$ cat config.mk
export PLATFORM = sky130hd
export DESIGN_NAME = seg7_scan_driver
export DESIGN_NICKNAME = d
export VERILOG_FILES = /design/src/rtl/seg7_pkg.sv /design/src/rtl/bcd_to_seg7.sv /design/src/rtl/seg7_scan_driver.sv
export SDC_FILE = /design/constraint.sdc
export NUM_CORES = 1
export LEC_CHECK = 0
export BUFFER_PORTS_ARGS = -buffer_cell sky130_fd_sc_hd__buf_4
export CORE_UTILIZATION = 30
export CTS_CLUSTER_DIAMETER = 50
export DETAILED_ROUTE_END_ITERATION = 12
export SYNTH_ARGS = -nofsm -noshare
export SYNTH_HDL_FRONTEND = slang
export SYNTH_SLANG_ARGS = --single-unit
$ cat constraint.sdc
create_clock -name clk -period 2.2 [get_ports clk]
set_clock_uncertainty 0.2 [all_clocks]
set_input_delay 0.11 -clock clk [delete_from_list [all_inputs] [get_ports clk]]
set_output_delay 0.11 -clock clk [all_outputs]
set_load 0.005 [all_outputs]
$ cat src/rtl/seg7_pkg.sv
// ============================================================================
// seg7_pkg
// Shared constants for the Basys3 seven-segment scan driver.
//   - Active-low segment patterns, ordered {g,f,e,d,c,b,a}
//   - ANODES_OFF : all four common anodes released (active low)
//   - NUM_DIGITS : number of multiplexed digits on the board
// ============================================================================
package seg7_pkg;

    localparam int NUM_DIGITS = 4;

    localparam logic [6:0] SEG_0     = 7'b1000000;
    localparam logic [6:0] SEG_1     = 7'b1111001;
    localparam logic [6:0] SEG_2     = 7'b0100100;
    localparam logic [6:0] SEG_3     = 7'b0110000;
    localparam logic [6:0] SEG_4     = 7'b0011001;
    localparam logic [6:0] SEG_5     = 7'b0010010;
    localparam logic [6:0] SEG_6     = 7'b0000010;
    localparam logic [6:0] SEG_7     = 7'b1111000;
    localparam logic [6:0] SEG_8     = 7'b0000000;
    localparam logic [6:0] SEG_9     = 7'b0010000;
    localparam logic [6:0] SEG_DASH  = 7'b0111111;
    localparam logic [6:0] SEG_BLANK = 7'b1111111;

    localparam logic [NUM_DIGITS-1:0] ANODES_OFF = 4'b1111;

endpackage

$ cat src/rtl/bcd_to_seg7.sv
// ============================================================================
// bcd_to_seg7
// Combinational BCD to active-low seven-segment decoder.
// Ports:
//   bcd : 4-bit BCD digit; codes 10..15 are not valid BCD
//   seg : active-low segments {g,f,e,d,c,b,a}
// ============================================================================
module bcd_to_seg7
    import seg7_pkg::*;
(
    input  logic [3:0] bcd,
    output logic [6:0] seg
);

    // Invalid BCD codes show a dash so a converter fault is visible on the display
    always_comb begin
        seg = SEG_DASH;
        case (bcd)
            4'd0:    seg = SEG_0;
            4'd1:    seg = SEG_1;
            4'd2:    seg = SEG_2;
            4'd3:    seg = SEG_3;
            4'd4:    seg = SEG_4;
            4'd5:    seg = SEG_5;
            4'd6:    seg = SEG_6;
            4'd7:    seg = SEG_7;
            4'd8:    seg = SEG_8;
            4'd9:    seg = SEG_9;
            default: seg = SEG_DASH;
        endcase
    end

endmodule

$ cat src/rtl/seg7_scan_driver.sv
// ============================================================================
// seg7_scan_driver
// Time-multiplexed driver for the Basys3 4-digit common-anode display.
// Digits are captured into shadow registers on a load strobe and scanned one
// per refresh slot, with a dark gap at the start of each slot to stop ghosting.
// Ports:
//   clk, rst           : clock, asynchronous active-high reset
//   load               : single-cycle capture strobe for all inputs below
//   bcd0..bcd3         : BCD digits, bcd0 = LSB, bcd3 = MSB
//   dp_en, dp_pos      : decimal point enable and digit index
//   blank_en           : leading-zero blanking enable
//   an                 : active-low anodes, an[k] drives digit k
//   seg                : active-low segments {g,f,e,d,c,b,a}
//   dp                 : active-low decimal point
// ============================================================================
module seg7_scan_driver
    import seg7_pkg::*;
#(
    parameter int REFRESH_DIV = 100000,
    parameter int GAP         = 16
)
(
    input  logic                  clk,
    input  logic                  rst,
    input  logic                  load,
    input  logic [3:0]            bcd0,
    input  logic [3:0]            bcd1,
    input  logic [3:0]            bcd2,
    input  logic [3:0]            bcd3,
    input  logic                  dp_en,
    input  logic [1:0]            dp_pos,
    input  logic                  blank_en,
    output logic [NUM_DIGITS-1:0] an,
    output logic [6:0]            seg,
    output logic                  dp
);

    localparam int CNT_W = (REFRESH_DIV > 1) ? $clog2(REFRESH_DIV) : 1;
    localparam logic [CNT_W-1:0] CNT_LAST = CNT_W'(REFRESH_DIV - 1);
    localparam logic [CNT_W-1:0] GAP_END  = CNT_W'(GAP);

    logic [CNT_W-1:0]            cnt;
    logic [1:0]                  idx;
    logic [NUM_DIGITS-1:0][3:0]  digit;
    logic                        dp_en_q;
    logic [1:0]                  dp_pos_q;
    logic                        blank_en_q;
    logic [NUM_DIGITS-1:0]       lead_zero;
    logic [3:0]                  cur_digit;
    logic [6:0]                  cur_seg;
    logic                        blanked;

    // Slot prescaler: idx advances once per REFRESH_DIV cycles, wrapping 3 -> 0
    always_ff @(posedge clk or posedge rst) begin
        if (rst) begin
            cnt <= '0;
            idx <= 2'd0;
        end else if (cnt == CNT_LAST) begin
            cnt <= '0;
            idx <= idx + 2'd1;
        end else begin
            cnt <= cnt + 1'b1;
        end
    end

    // Shadow registers decouple the display from the converter's update timing
    always_ff @(posedge clk or posedge rst) begin
        if (rst) begin
            digit      <= '0;
            dp_en_q    <= 1'b0;
            dp_pos_q   <= 2'd0;
            blank_en_q <= 1'b0;
        end else if (load) begin
            digit      <= {bcd3, bcd2, bcd1, bcd0};
            dp_en_q    <= dp_en;
            dp_pos_q   <= dp_pos;
            blank_en_q <= blank_en;
        end
    end

    // lead_zero[k] is set when digit k and every more significant digit are 0;
    // the units digit is never a leading zero so a value of 0 still shows "0"
    always_comb begin
        lead_zero    = '0;
        lead_zero[3] = (digit[3] == 4'd0);
        lead_zero[2] = lead_zero[3] && (digit[2] == 4'd0);
        lead_zero[1] = lead_zero[2] && (digit[1] == 4'd0);
        lead_zero[0] = 1'b0;
    end

    assign cur_digit = digit[idx];
    assign blanked   = blank_en_q && lead_zero[idx];

    bcd_to_seg7 u_decode (
        .bcd (cur_digit),
        .seg (cur_seg)
    );

    // Registered outputs; everything is dark during the first GAP cycles of a
    // slot so the previous digit's segments never flash on the next anode.
    // A blanked digit keeps its anode so a selected decimal point still shows.
    always_ff @(posedge clk or posedge rst) begin
        if (rst) begin
            an  <= ANODES_OFF;
            seg <= SEG_BLANK;
            dp  <= 1'b1;
        end else if (cnt < GAP_END) begin
            an  <= ANODES_OFF;
            seg <= SEG_BLANK;
            dp  <= 1'b1;
        end else begin
            an  <= ~(4'b0001 << idx);
            seg <= blanked ? SEG_BLANK : cur_seg;
            dp  <= !(dp_en_q && (dp_pos_q == idx));
        end
    end

endmodule

Yosys cells after proc, flatten, opt, wreduce, memory -nomap -nowiden
Memory sizes are Yosys's and may differ from the RTL's.
Index checks and enable logic that the tools add are counted.
{"block": "word_totals", "ff_bits": 51, "rom_bits": 112, "in_bits": 23, "out_inout_bits": 12, "wordCells": 38, "mem_count": 1}
{"block": "op_classes", "add_sub_neg": 2, "n_lt_le_gt_ge": 2, "n_eq_ne": 2, "shift": 1, "mux": 9, "bitwise_logic": 1, "reduce_logical": 8}
{"memory": "(name not given)", "words": 16, "word_bits": 7, "read_ports": 1, "rd_ports_with_merged_regs": 0, "write_ports": 0, "line": "bcd_to_seg7.sv:18", "text": "case (bcd)"}
{"op": "$add 17x1->17 const B", "count": 1}
{"op": "$eq 17x17->1 const B", "count": 1}
{"op": "$lt 17x5->1 const B", "count": 1}
{"op": "$mux 17", "count": 1}
{"op": "$mux 7", "count": 2}
{"op": "$logic_not 4->1", "count": 3}
{"op": "$bmux 4 s2", "count": 1}
{"op": "$mux 4", "count": 2}
{"op": "$logic_and 1x1->1", "count": 4}
{"op": "$not 4->4", "count": 1}
{"op": "$shl 1x2->4 const A", "count": 1}
{"op": "$lt 2x3->1 const B", "count": 1}
{"op": "$add 2x1->2 const B", "count": 1}
{"op": "$bmux 1 s2", "count": 1}
{"op": "$eq 2x2->1", "count": 1}
{"op": "$mux 1", "count": 2}
{"op": "$logic_not 1->1", "count": 1}

Logic depth before layout (Yosys ltp)
Gate-level depths: netlist of run 1.
{"block": "depth", "depth_word": 8, "ltp_mapped": 7, "ltp_nobuf": 6}

By module
Synthesis of run 1 repeated with hierarchy kept, for this count alone.
{"block": "unflattened", "hier_cells": 199, "hier_area_um2": 2474.9}
{"mod": "seg7_scan_driver", "n_inst": 1, "cells_per_inst": 168, "area_each_um2": 2234.6, "seq_area_each_um2": 1291.2}
{"mod": "bcd_to_seg7", "n_inst": 1, "cells_per_inst": 31, "area_each_um2": 240.2, "seq_area_each_um2": 0.0}

Worst setup path before layout of run 1
OpenSTA, ideal clock, no wires.
{"block": "synth_timing", "path_type": "flip-flop to flip-flop", "start": "register idx[1]", "end": "register seg[5]", "setup_time_ns": 0.084, "t_arrival_ns": 1.724, "t_required_ns": 1.916, "slack_ns": 0.193, "path_stages_with_launch": 8, "path_cell_list": "dfrtp_1 buf_2 mux4_2 inv_1 ha_1 nor2_1 a211oi_1 o21bai_1"}
{"block": "synth_via", "elab_chain_cells": 5, "elab_cells_between_ends": 8, "classes_between": "6 x mux; 1 x reduce/logical; 1 x memory"}
{"element": "from (decl)", "line": "seg7_scan_driver.sv:43", "text": "logic [1:0] idx;"}
{"element": "from (signal assigned)", "line": "seg7_scan_driver.sv:60", "text": "idx <= idx + 2'd1;"}
{"element": "$bmux 4 s2 / $bmux 1 s2 (equally long branches)", "line": "seg7_scan_driver.sv:91, seg7_scan_driver.sv:92"}
{"element": "$mux 4 (implied by the code) / $mux 1 (equally long branches)", "line": "seg7_scan_driver.sv:91, seg7_scan_driver.sv:92"}
{"element": "$mem_v2 16x7 / $logic_and 1x1->1 (equally long branches)"}
{"element": "$mux 7 *", "line": "seg7_scan_driver.sv:113", "text": "seg <= blanked ? SEG_BLANK : cur_seg;"}
{"element": "$mux 7 *", "line": "seg7_scan_driver.sv:107", "text": "end else if (cnt < GAP_END) begin"}
{"element": "to (signal assigned)", "line": "seg7_scan_driver.sv:113"}
{"element": "to (decl)", "line": "seg7_scan_driver.sv:34", "text": "output logic [6:0] seg,"}
Mark *: on every way between the ends. The rest lies on a longest branch, timed or not. The select of a mux whose other input is x is not followed.
A chain may end at the register's enable or synchronous reset.

Worst setup path in the final report of run 1
{"block": "layout_timing", "start": "register idx[0]", "end": "register seg[5]"}
The elaborated chain is that of the path after synthesis.

==> flow_metrics.tcl, run 1 <==
set metrics [dict create \
    status "complete, no violations" \
    grt_pass1_vias 1634 \
    final_common_cell "dfrtp_1" \
    cts_sinks 51 \
    p_leak_nw 1.33 \
    clock-root-buffer "clkbuf_8" \
    max_freq_mhz 488 \
    die_h_microns 91.4 \
    dieWidth_microns 91.4 \
    synth_mux_area_share_pct 14.0 \
    dr.pass1.iters 4 \
    tns_ns 0 \
    die_area_sq_um 8350 \
    min_period_ns 2.05 \
    cts_buffer_depth 2 \
    grt.total_usage_pct 12.4 \
    grt_pass1_wl_microns 8120 \
    syn_area_sq_um 2400 \
    dp.final_hpwl_microns 3420 \
    crit_arrival_ns 2.08 \
    cap_violations 0 \
    setup_viol 0 \
    finalWirelength_microns 4680 \
    yosysSeqAreaShare_pct 53.9 \
    finalPower_mw 1.84 \
    drive_gt1_share_pct 34.6 \
    cts_tree "done" \
    final_cells 359 \
    worstSetupPathType "reg -> reg" \
    min_path_type "in -> reg" \
    ys_ff_latch 51 \
    power.density_nw_per_um2 593 \
    vias 1647 \
    place_area_sq_um 2800 \
    drv_slew 0 \
    seqCellArea_sq_um 1290 \
    cp-start-kind "register" \
    area_growth_pct 29.2 \
    wire_per_inst_microns 13.0 \
    synth_top_family_by_area "multiplexers" \
    syn_inst 196 \
    placement.io_buffers 34 \
    hold_violations 0 \
    rsz0062_at_grt "false" \
    peakVddDrop_mv 0.183 \
    clk_latency_ns 0.31 \
    synth_warnings 0 \
    path_clk_slew_ns 0.10 \
    fillers 758 \
    nets 289 \
    fin_area_sq_um 3100 \
    cts_buffers 5 \
    multi_input_area_sq_um 1050 \
    worst_slew_pin_slew_ns 0.518 \
    drt_iter0_markers 51 \
    grt_max_degree 29 \
    worstPathMaxFanout 7 \
    fin_crit_sh_pct 93.2 \
    htree_levels 2 \
    num_rows 32 \
    synthDistinctLibCells 36 \
    synth_xor_area_share_pct 5.85 \
    core_sq_um 7730 \
    gp_congestion 0.786 \
    cp.required_ns 2.23 \
    grt_overflow 0 \
    dp_cells 330 \
    ant_nets 0 \
    vias_per_cell 4.59 \
    drc 0 \
    final_cell_mix "39 x dfrtp_1, 38 x buf_4, 21 x mux2_2, 21 x dlygate4sd3_1" \
    syn_nets 229 \
    post-route-util_pct 40.1 \
    initial_utilization_pct 31.0 \
    ios 35 \
    avgSynthCellArea_sq_um 12.2 \
    cp-end-kind "register" \
    antenna_cells 0 \
    yosys.area_share.adder_pct 5.22 \
    slew_headroom_pct 65.4 \
    yosys.area_share.simple_pct 13.4 \
    antenna_found_initial 0 \
    synth_compound_area_share_pct 5.06 \
]
## path summary, 6_finish.rpt
kind | start | endpoint | slack [ns] | depth (start not counted)
worst max-delay path | idx[0]$_DFFE_PP0N_ | seg[5]$_DFF_PP1_ | 0.15 | 6
worst min-delay path | load | digit[15]$_DFFE_PP0P_ | 0.08 | 2
worst max register to register | idx[0]$_DFFE_PP0N_ | seg[5]$_DFF_PP1_ | 0.15 | 6
worst min register to register | cnt[0]$_DFF_PP0_ | cnt[0]$_DFF_PP0_ | 0.29 | 1
max in group asynchronous | rst | seg[3]$_DFF_PP1_ | 1.00 | 4
min in group asynchronous | rst | digit[15]$_DFFE_PP0P_ | 0.19 | 3
## flip-flops by register name, summed over array words and instances, names as in the netlist
| name | flops |
|---|---|
| cnt | 17 |
| digit | 16 |
| seg | 7 |
| an | 4 |
| dp_pos_q | 2 |
| idx | 2 |
| blank_en_q | 1 |
| dp | 1 |
| dp_en_q | 1 |
## cell families (layout without fill, tap and decap cells)
group,after synthesis,count (layout)
muxes,26,26
xor gates and xnor gates,16,16
and+or+nand+nor,60,60
adders and majority gates,10,10
AOI/OAI and AO/OA,18,18
buffers and inverters,15,76
DFF,51,51
## metal layers
| layer | up-vias | track usage, % | share of wire (%) |
|---|---|---|---|
| met2 | 30 | 18.7 | 45 |
| met4 | 0 | 5.03 | 1.4 |
| met3 | 4 | 2.60 | 3.3 |
| met1 | 810 | 17.2 | 50 |
| li1 | 803 | - | - |
| met5 | - | 0 | 0 |
## what timing repair did
action                     CTS  global route
buffers inserted             0             0
hold endpoints to repair    40             0
setup endpoints to repair    0             5
hold buffers                21             0
resized for setup            0             1
## layout make-up
| cell class | count | area share (%) |
|---|---|---|
| clock buffer | 6 | 2.34 |
| clock inverter | 2 | 0.404 |
| inverter | 8 | 0.969 |
| multi-input combinational | 130 | 33.8 |
| sequential | 51 | 41.7 |
| tap | 102 | 4.12 |
| timing repair buffer | 60 | 16.6 |
## stage by stage
stage / hold WS, ns / worst slack [ns]
floorplan: 0.0617 / 0.193
global placement: -0.0153 / 0.199
detailed placement: -0.00641 / 0.153
CTS: 0.0802 / 0.134
global route: 0.0855 / 0.0259
finish: 0.0822 / 0.150
## synthesized netlist by cell type, drive strengths merged
cell / instances / area (sq um)
nor2b: 2 / 12.5
a21o: 3 / 22.5
or3: 1 / 6.26
dfrtp: 39 / 976
and4: 2 / 18.8
xnor2: 10 / 87.6
a211oi: 2 / 15.0
inv: 8 / 30.0
nor2: 13 / 48.8
buf: 4 / 20.0
mux4: 4 / 90.1
and3: 2 / 12.5
a21oi: 5 / 28.8
nand2b: 2 / 12.5
o31ai: 2 / 15.0
or2: 1 / 6.26
ha: 10 / 125
nand4: 6 / 37.5
mux2: 21 / 236
nor3b: 2 / 15.0
mux2i: 1 / 10.0
clkbuf: 3 / 12.5
xor2: 6 / 52.6
nand3: 5 / 30.0
o21bai: 4 / 30.0
dfstp: 12 / 315
nor3: 3 / 15.0
nand2: 13 / 48.8
o21ai: 2 / 10.0
nor4: 6 / 37.5
or4: 2 / 18.8
## critical path, cell delays in order, from the launching register on
cell,delay (ns)
dfrtp_1,0.50
mux4_2,0.59
inv_1,0.13
ha_1,0.18
nor2_1,0.05
a211oi_1,0.23
o21bai_1,0.10
## where the power goes
group	internal (mW)	total [mW]	leakage [nW]	switching [mW]
Sequential	1.01	1.05	0.611	0.0356
Combinational	0.152	0.254	0.678	0.101
Clock	0.223	0.534	0.0412	0.311
No activity file was read; power rests on OpenSTA's default activity.
==> run 2: changes to the inputs <==
--- a/config.mk
+++ b/config.mk
@@ -6,9 +6,10 @@
 export NUM_CORES = 1
 export LEC_CHECK = 0
 export BUFFER_PORTS_ARGS = -buffer_cell sky130_fd_sc_hd__buf_4
-export CORE_UTILIZATION = 30
+export CORE_UTILIZATION = 56
 export CTS_CLUSTER_DIAMETER = 50
 export DETAILED_ROUTE_END_ITERATION = 12
+export PLACE_DENSITY = 0.78
 export SYNTH_ARGS = -nofsm -noshare
 export SYNTH_HDL_FRONTEND = slang
 export SYNTH_SLANG_ARGS = --single-unit
==> flow_metrics.tcl, run 2 (same netlist as run 1, synthesis figures left out) <==
set metrics [dict create \
    nets 291 \
    fin_crit_sh_pct 93.8 \
    max_freq_mhz 485 \
    grt_pass1_vias 1681 \
    hold_violations 0 \
    antenna_cells 0 \
    busiest_layer "met2" \
    postCtsSetupBuffers 0 \
    die_area_sq_um 4550 \
    met3_usage_pct 5.74 \
    slew_headroom_pct 52.6 \
    internal-power_mw 1.53 \
    clk_latency_ns 0.31 \
    worst_slew_pin_slew_ns 0.706 \
    setup_viol 0 \
    crit_arrival_ns 2.10 \
    drc 0 \
    cts_tree "done" \
    grtUsageMet1_pct 31.4 \
    power.density_nw_per_um2 646 \
    num_rows 23 \
    cts_sinks 51 \
    p_leak_nw 1.35 \
    combPwrFrac_pct 12.9 \
    area_growth_pct 28.0 \
    min_path_type "in -> reg" \
    crit_slowest_cell "mux4_2" \
    dp_cells 280 \
    rsz0062_at_grt "false" \
    wire_per_inst_microns 15.7 \
    dr.pass1.iters 4 \
    switching_power_mw 0.449 \
    vias 1700 \
    share_seq_of_total_power_pct 53.0 \
    die_h_microns 67.4 \
    antenna_found_initial 0 \
    largest_reg_flops 17 \
    placement.io_buffers 34 \
    final_common_cell "buf_4" \
    worstSetupPathType "reg -> reg" \
    clock-root-buffer "clkbuf_8" \
    initial_utilization_pct 59.1 \
    gp_congestion 0.872 \
    power_frac_clock_pct 34.1 \
    ant_nets 0 \
    ios 35 \
    cts_buffer_depth 2 \
    cp-end-kind "register" \
    cp-start-kind "register" \
    cap_violations 0 \
    worstPathMaxFanout 7 \
    htree_levels 2 \
    drive_gt1_share_pct 35.5 \
    tns_ns 0 \
    dieWidth_microns 67.4 \
    grt.total_usage_pct 24.1 \
    status "complete, no violations" \
    grt_pass1_wl_microns 7850 \
    peakVddDrop_mv 0.427 \
    drv_slew 0 \
    regMostFlops "cnt" \
    min_period_ns 2.06 \
    reg.largest.list "cnt x17, digit x16, seg x7" \
    vias_per_cell 5.50 \
    grt_max_degree 26 \
    use_met2_pct 39.8 \
    switching_share_pct 22.7 \
    path_clk_slew_ns 0.09 \
    fillers 235 \
    critPathMaxStageDelay_ns 0.60 \
    dp.final_hpwl_microns 3320 \
    whs_ns 0.0710 \
    final_cells 309 \
    drt_iter0_markers 142 \
    core_sq_um 4060 \
    cp.required_ns 2.23 \
    grt_overflow 0 \
    post-route-util_pct 75.6 \
    finalWirelength_microns 4840 \
    cp_cell_sequence "mux4_2, inv_1, ha_1, nor2_1, a211oi_1, o21bai_1" \
    cts_buffers 5 \
    final_cell_mix "41 x buf_4, 39 x dfrtp_1, 21 x mux2_2, 21 x dlygate4sd3_1" \
]
==> run 2: cell count changes in the layout (fill, tap and decap cells not counted), sizes merged <==
cell / delta
bufinv: +1
clkinvlp: -1
buf: +2
==> run 2: timing repair <==
action,4_1_cts,5_1_grt
hold buffers,21,0
endpoints found under the setup margin,0,7
endpoints found under the hold margin,39,0
gates resized for setup,0,1
==> run 2: through the flow <==
stage               worst slack, ns  area (sq um)  power, mW
floorplan                     0.193          2400       1.19
global placement              0.204          2740       1.28
detailed placement            0.155          2740       1.29
CTS                           0.132          3060       1.99
global route                 0.0398          3070       2.06
finish                        0.137          3070       1.98
==> run 2: power by group through the flow <==
stage | combinational (mW) | clock (mW) | sequential (mW)
3_3_place_gp | 0.213 | 0 | 1.06
2_1_floorplan | 0.130 | 0 | 1.06
3_5_place_dp | 0.224 | 0 | 1.07
5_1_grt | 0.281 | 0.718 | 1.06
4_1_cts | 0.255 | 0.686 | 1.05
6_report | 0.255 | 0.676 | 1.05
==> run 2: per-layer routing <==
metal / up-vias / part of all wire, % / wire length [microns]
li1: 814 / - / -
met1: 831 / 45 / 2170
met2: 49 / 50 / 2410
met3: 6 / 4.3 / 208
met4: 0 / 1.1 / 55
met5: - / 0 / 0
==> run 2: layout make-up <==
cell class                      count  area [sq um]  share of cell area (%)
Sequential cell                    51          1290                    42.1
Multi-Input combinational cell    130          1050                    34.2
Timing Repair Buffer               62           518                    16.9
Clock buffer                        6          82.6                    2.69
Tap cell                           50          62.6                    2.04
Clock inverter                      2          35.0                    1.14
Inverter                            8          30.0                   0.978
==> run 2: critical path, delay by kind of cell, from the launching register on <==
| kind | cells | cell delay (ns) |
|---|---|---|
| muxes | 1 | 0.60 |
| DFF | 1 | 0.50 |
| AOI/OAI and AO/OA | 2 | 0.34 |
| adders and majority gates | 1 | 0.18 |
| buffers and inverters | 1 | 0.12 |
| and+or+nand+nor | 1 | 0.05 |
==> run 2: path summary, 6_finish.rpt <==
| kind | start | to | slack [ns] | depth (start not counted) |
|---|---|---|---|---|
| setup / recovery | idx[0]$_DFFE_PP0N_ | seg[5]$_DFF_PP1_ | 0.14 | 6 |
| hold / removal | load | digit[15]$_DFFE_PP0P_ | 0.07 | 2 |
| setup reg to reg | idx[0]$_DFFE_PP0N_ | seg[5]$_DFF_PP1_ | 0.14 | 6 |
| hold reg to reg | dp_en_q$_DFFE_PP0P_ | dp$_DFF_PP1_ | 0.25 | 1 |
| max in group asynchronous | rst | seg[6]$_DFF_PP1_ | 0.92 | 4 |
| min in group asynchronous | rst | cnt[15]$_DFF_PP0_ | 0.19 | 3 |
==> run 3: changes to the inputs <==
==> constraint.sdc (replaced) <==
create_clock -name clk -period 1.97 [get_ports clk]
set_clock_uncertainty 0.2 [all_clocks]
set_input_delay 0.0985 -clock clk [delete_from_list [all_inputs] [get_ports clk]]
set_output_delay 0.0985 -clock clk [all_outputs]
set_load 0.005 [all_outputs]
==> flow_metrics.tcl, run 3 (same netlist as run 1, synthesis figures left out) <==
set metrics [dict create \
    final_common_cell "buf_4" \
    hold-path-endpoint "digit[13]$_DFFE_PP0P_" \
    cp.required_ns 2.00 \
    htree_levels 2 \
    worst_slew_pin_slew_ns 0.621 \
    hold_depth 2 \
    dp.final_hpwl_microns 3350 \
    cts_buffers 5 \
    fin_area_sq_um 3310 \
    violations "setup timing" \
    reg.largest.list "cnt x17, digit x16, seg x7" \
    cts_sinks 51 \
    cap_violations 0 \
    min_path_type "in -> reg" \
    status "complete, but fails checks" \
    drv_slew 0 \
    fin_crit_sh_pct 101 \
    cts_buffer_depth 2 \
    clock-root-buffer "clkbuf_8" \
    finalWirelength_microns 6060 \
    drive_gt1_share_pct 42.8 \
    wire_per_inst_microns 18.5 \
    dieWidth_microns 67.4 \
    ant_nets 0 \
    final_cell_mix "55 x buf_4, 37 x dfrtp_1, 21 x mux2_2, 21 x dlygate4sd3_1, 13 x nand2_1" \
    finalPower_mw 2.36 \
    drc 0 \
    drt_iter0_markers 170 \
    nets 310 \
    hold_violations 0 \
    grt.total_usage_pct 26.2 \
    regMostFlops "cnt" \
    vias_per_cell 5.73 \
    worstSetupPathType "reg -> reg" \
    core_sq_um 4060 \
    dr.pass1.iters 4 \
    crit_arrival_ns 2.03 \
    antenna_cells 0 \
    clk_latency_ns 0.30 \
    die_h_microns 67.4 \
    p_leak_nw 1.47 \
    whs_ns 0.0677 \
    grt_overflow 0 \
    largest_reg_flops 17 \
    grt_pass1_vias 1879 \
    grt_pass1_wl_microns 8580 \
    num_rows 23 \
    initial_utilization_pct 59.1 \
    r2r_slack_ns -0.03 \
    reg2reg_depth 5 \
    rsz0062_at_grt "true" \
    vias 1879 \
    cp-start-kind "register" \
    antenna_found_initial 0 \
    area_growth_pct 38.0 \
    finalWorstSetupSlack_ns -0.0263 \
    max_freq_mhz 501 \
    slew_headroom_pct 58.6 \
    fillers 207 \
    min_period_ns 2.00 \
    placement.io_buffers 34 \
    reg2reg_to "seg[3]$_DFF_PP1_" \
    worstPathMaxFanout 3 \
    reg2reg_from "idx[1]$_DFFE_PP0N_" \
    die_area_sq_um 4550 \
    grt_max_degree 52 \
    path_clk_slew_ns 0.09 \
    peakVddDrop_mv 0.612 \
    ios 35 \
    power.density_nw_per_um2 713 \
    cp-end-kind "register" \
    hold_path.startpoint "load" \
    gp_congestion 0.907 \
    setup_viol 1 \
    place_area_sq_um 2800 \
    cts_tree "done" \
]
-- run 3: cell count changes in the layout (fill, tap and decap cells not counted), sizes merged --
cell      delta
buf         +17
bufinv       +1
clkinv       -1
mux4         +2
clkbuf       -1
clkinvlp     +1
-- run 3: final cells by class --
class | instances | area, sq um | area share (%)
sequential | 51 | 1290 | 39.1
multi-input combinational | 132 | 1140 | 34.3
timing repair buffer | 79 | 651 | 19.7
clock buffer | 5 | 68.8 | 2.08
clock inverter | 3 | 67.6 | 2.04
tap | 50 | 62.6 | 1.89
inverter | 8 | 30.0 | 0.907
-- run 3: timing repair --
item	4_1_cts	5_1_grt
buffers inserted	2	5
endpoints found under the hold margin	59	0
endpoints found under the setup margin	4	17
gates cloned	0	3
resized for setup	1	15
pin swaps	0	3
hold buffers	21	0
-- run 3: where the power goes --
part           total, mW  leakage (nW)  internal (mW)  switching, mW
sequential          1.19         0.608           1.13         0.0543
combinational      0.319         0.802          0.186          0.132
clock              0.854        0.0644          0.506          0.348
-- run 3: worst max path at each step --
stage | from | endpoint | slack, ns | cells past startpoint
after floorplan | idx[0]$_DFFE_PP0N_ | seg[5]$_DFF_PP1_ | 0.002 | 7
after global placement | idx[0]$_DFFE_PP0N_ | seg[5]$_DFF_PP1_ | 0.05 | 6
after detailed placement | idx[0]$_DFFE_PP0N_ | seg[5]$_DFF_PP1_ | -0.04 | 6
after CTS | idx[1]$_DFFE_PP0N_ | seg[2]$_DFF_PP1_ | 0.005 | 5
after global routing | idx[1]$_DFFE_PP0N_ | seg[3]$_DFF_PP1_ | -0.1 | 5
final | idx[1]$_DFFE_PP0N_ | seg[3]$_DFF_PP1_ | -0.03 | 5
-- run 3: worst max-delay path: stages, from the launching register on --
cell and delay [ns]:
dfrtp_1 0.43, mux4_2 0.55, inv_1 0.12, ha_2 0.30, and3_1 0.17, o21bai_1 0.16
-- run 3: routing by layer --
| metal | track usage, % | vias to the layer above | share of wire (%) |
|---|---|---|---|
| met4 | 12.8 | 0 | 2.0 |
| met1 | 31.3 | 927 | 39 |
| met3 | 5.41 | 13 | 6.3 |
| met2 | 44.8 | 82 | 53 |
| li1 | - | 857 | - |
| met5 | 0 | - | 0 |
-- run 3: stage by stage --
step | setup TNS, ns | cells | utilization, % | worst slack, ns
2_1_floorplan | 0 | 196 | - | 0.00230
3_3_place_gp | 0 | 289 | 69.1 | 0.0482
3_5_place_dp | -0.0373 | 289 | 69.1 | -0.0373
4_1_cts | 0 | 320 | 78.0 | 0.00454
5_1_grt | -0.267 | 328 | 81.6 | -0.0972
6_report | -0.0263 | 328 | 81.6 | -0.0263
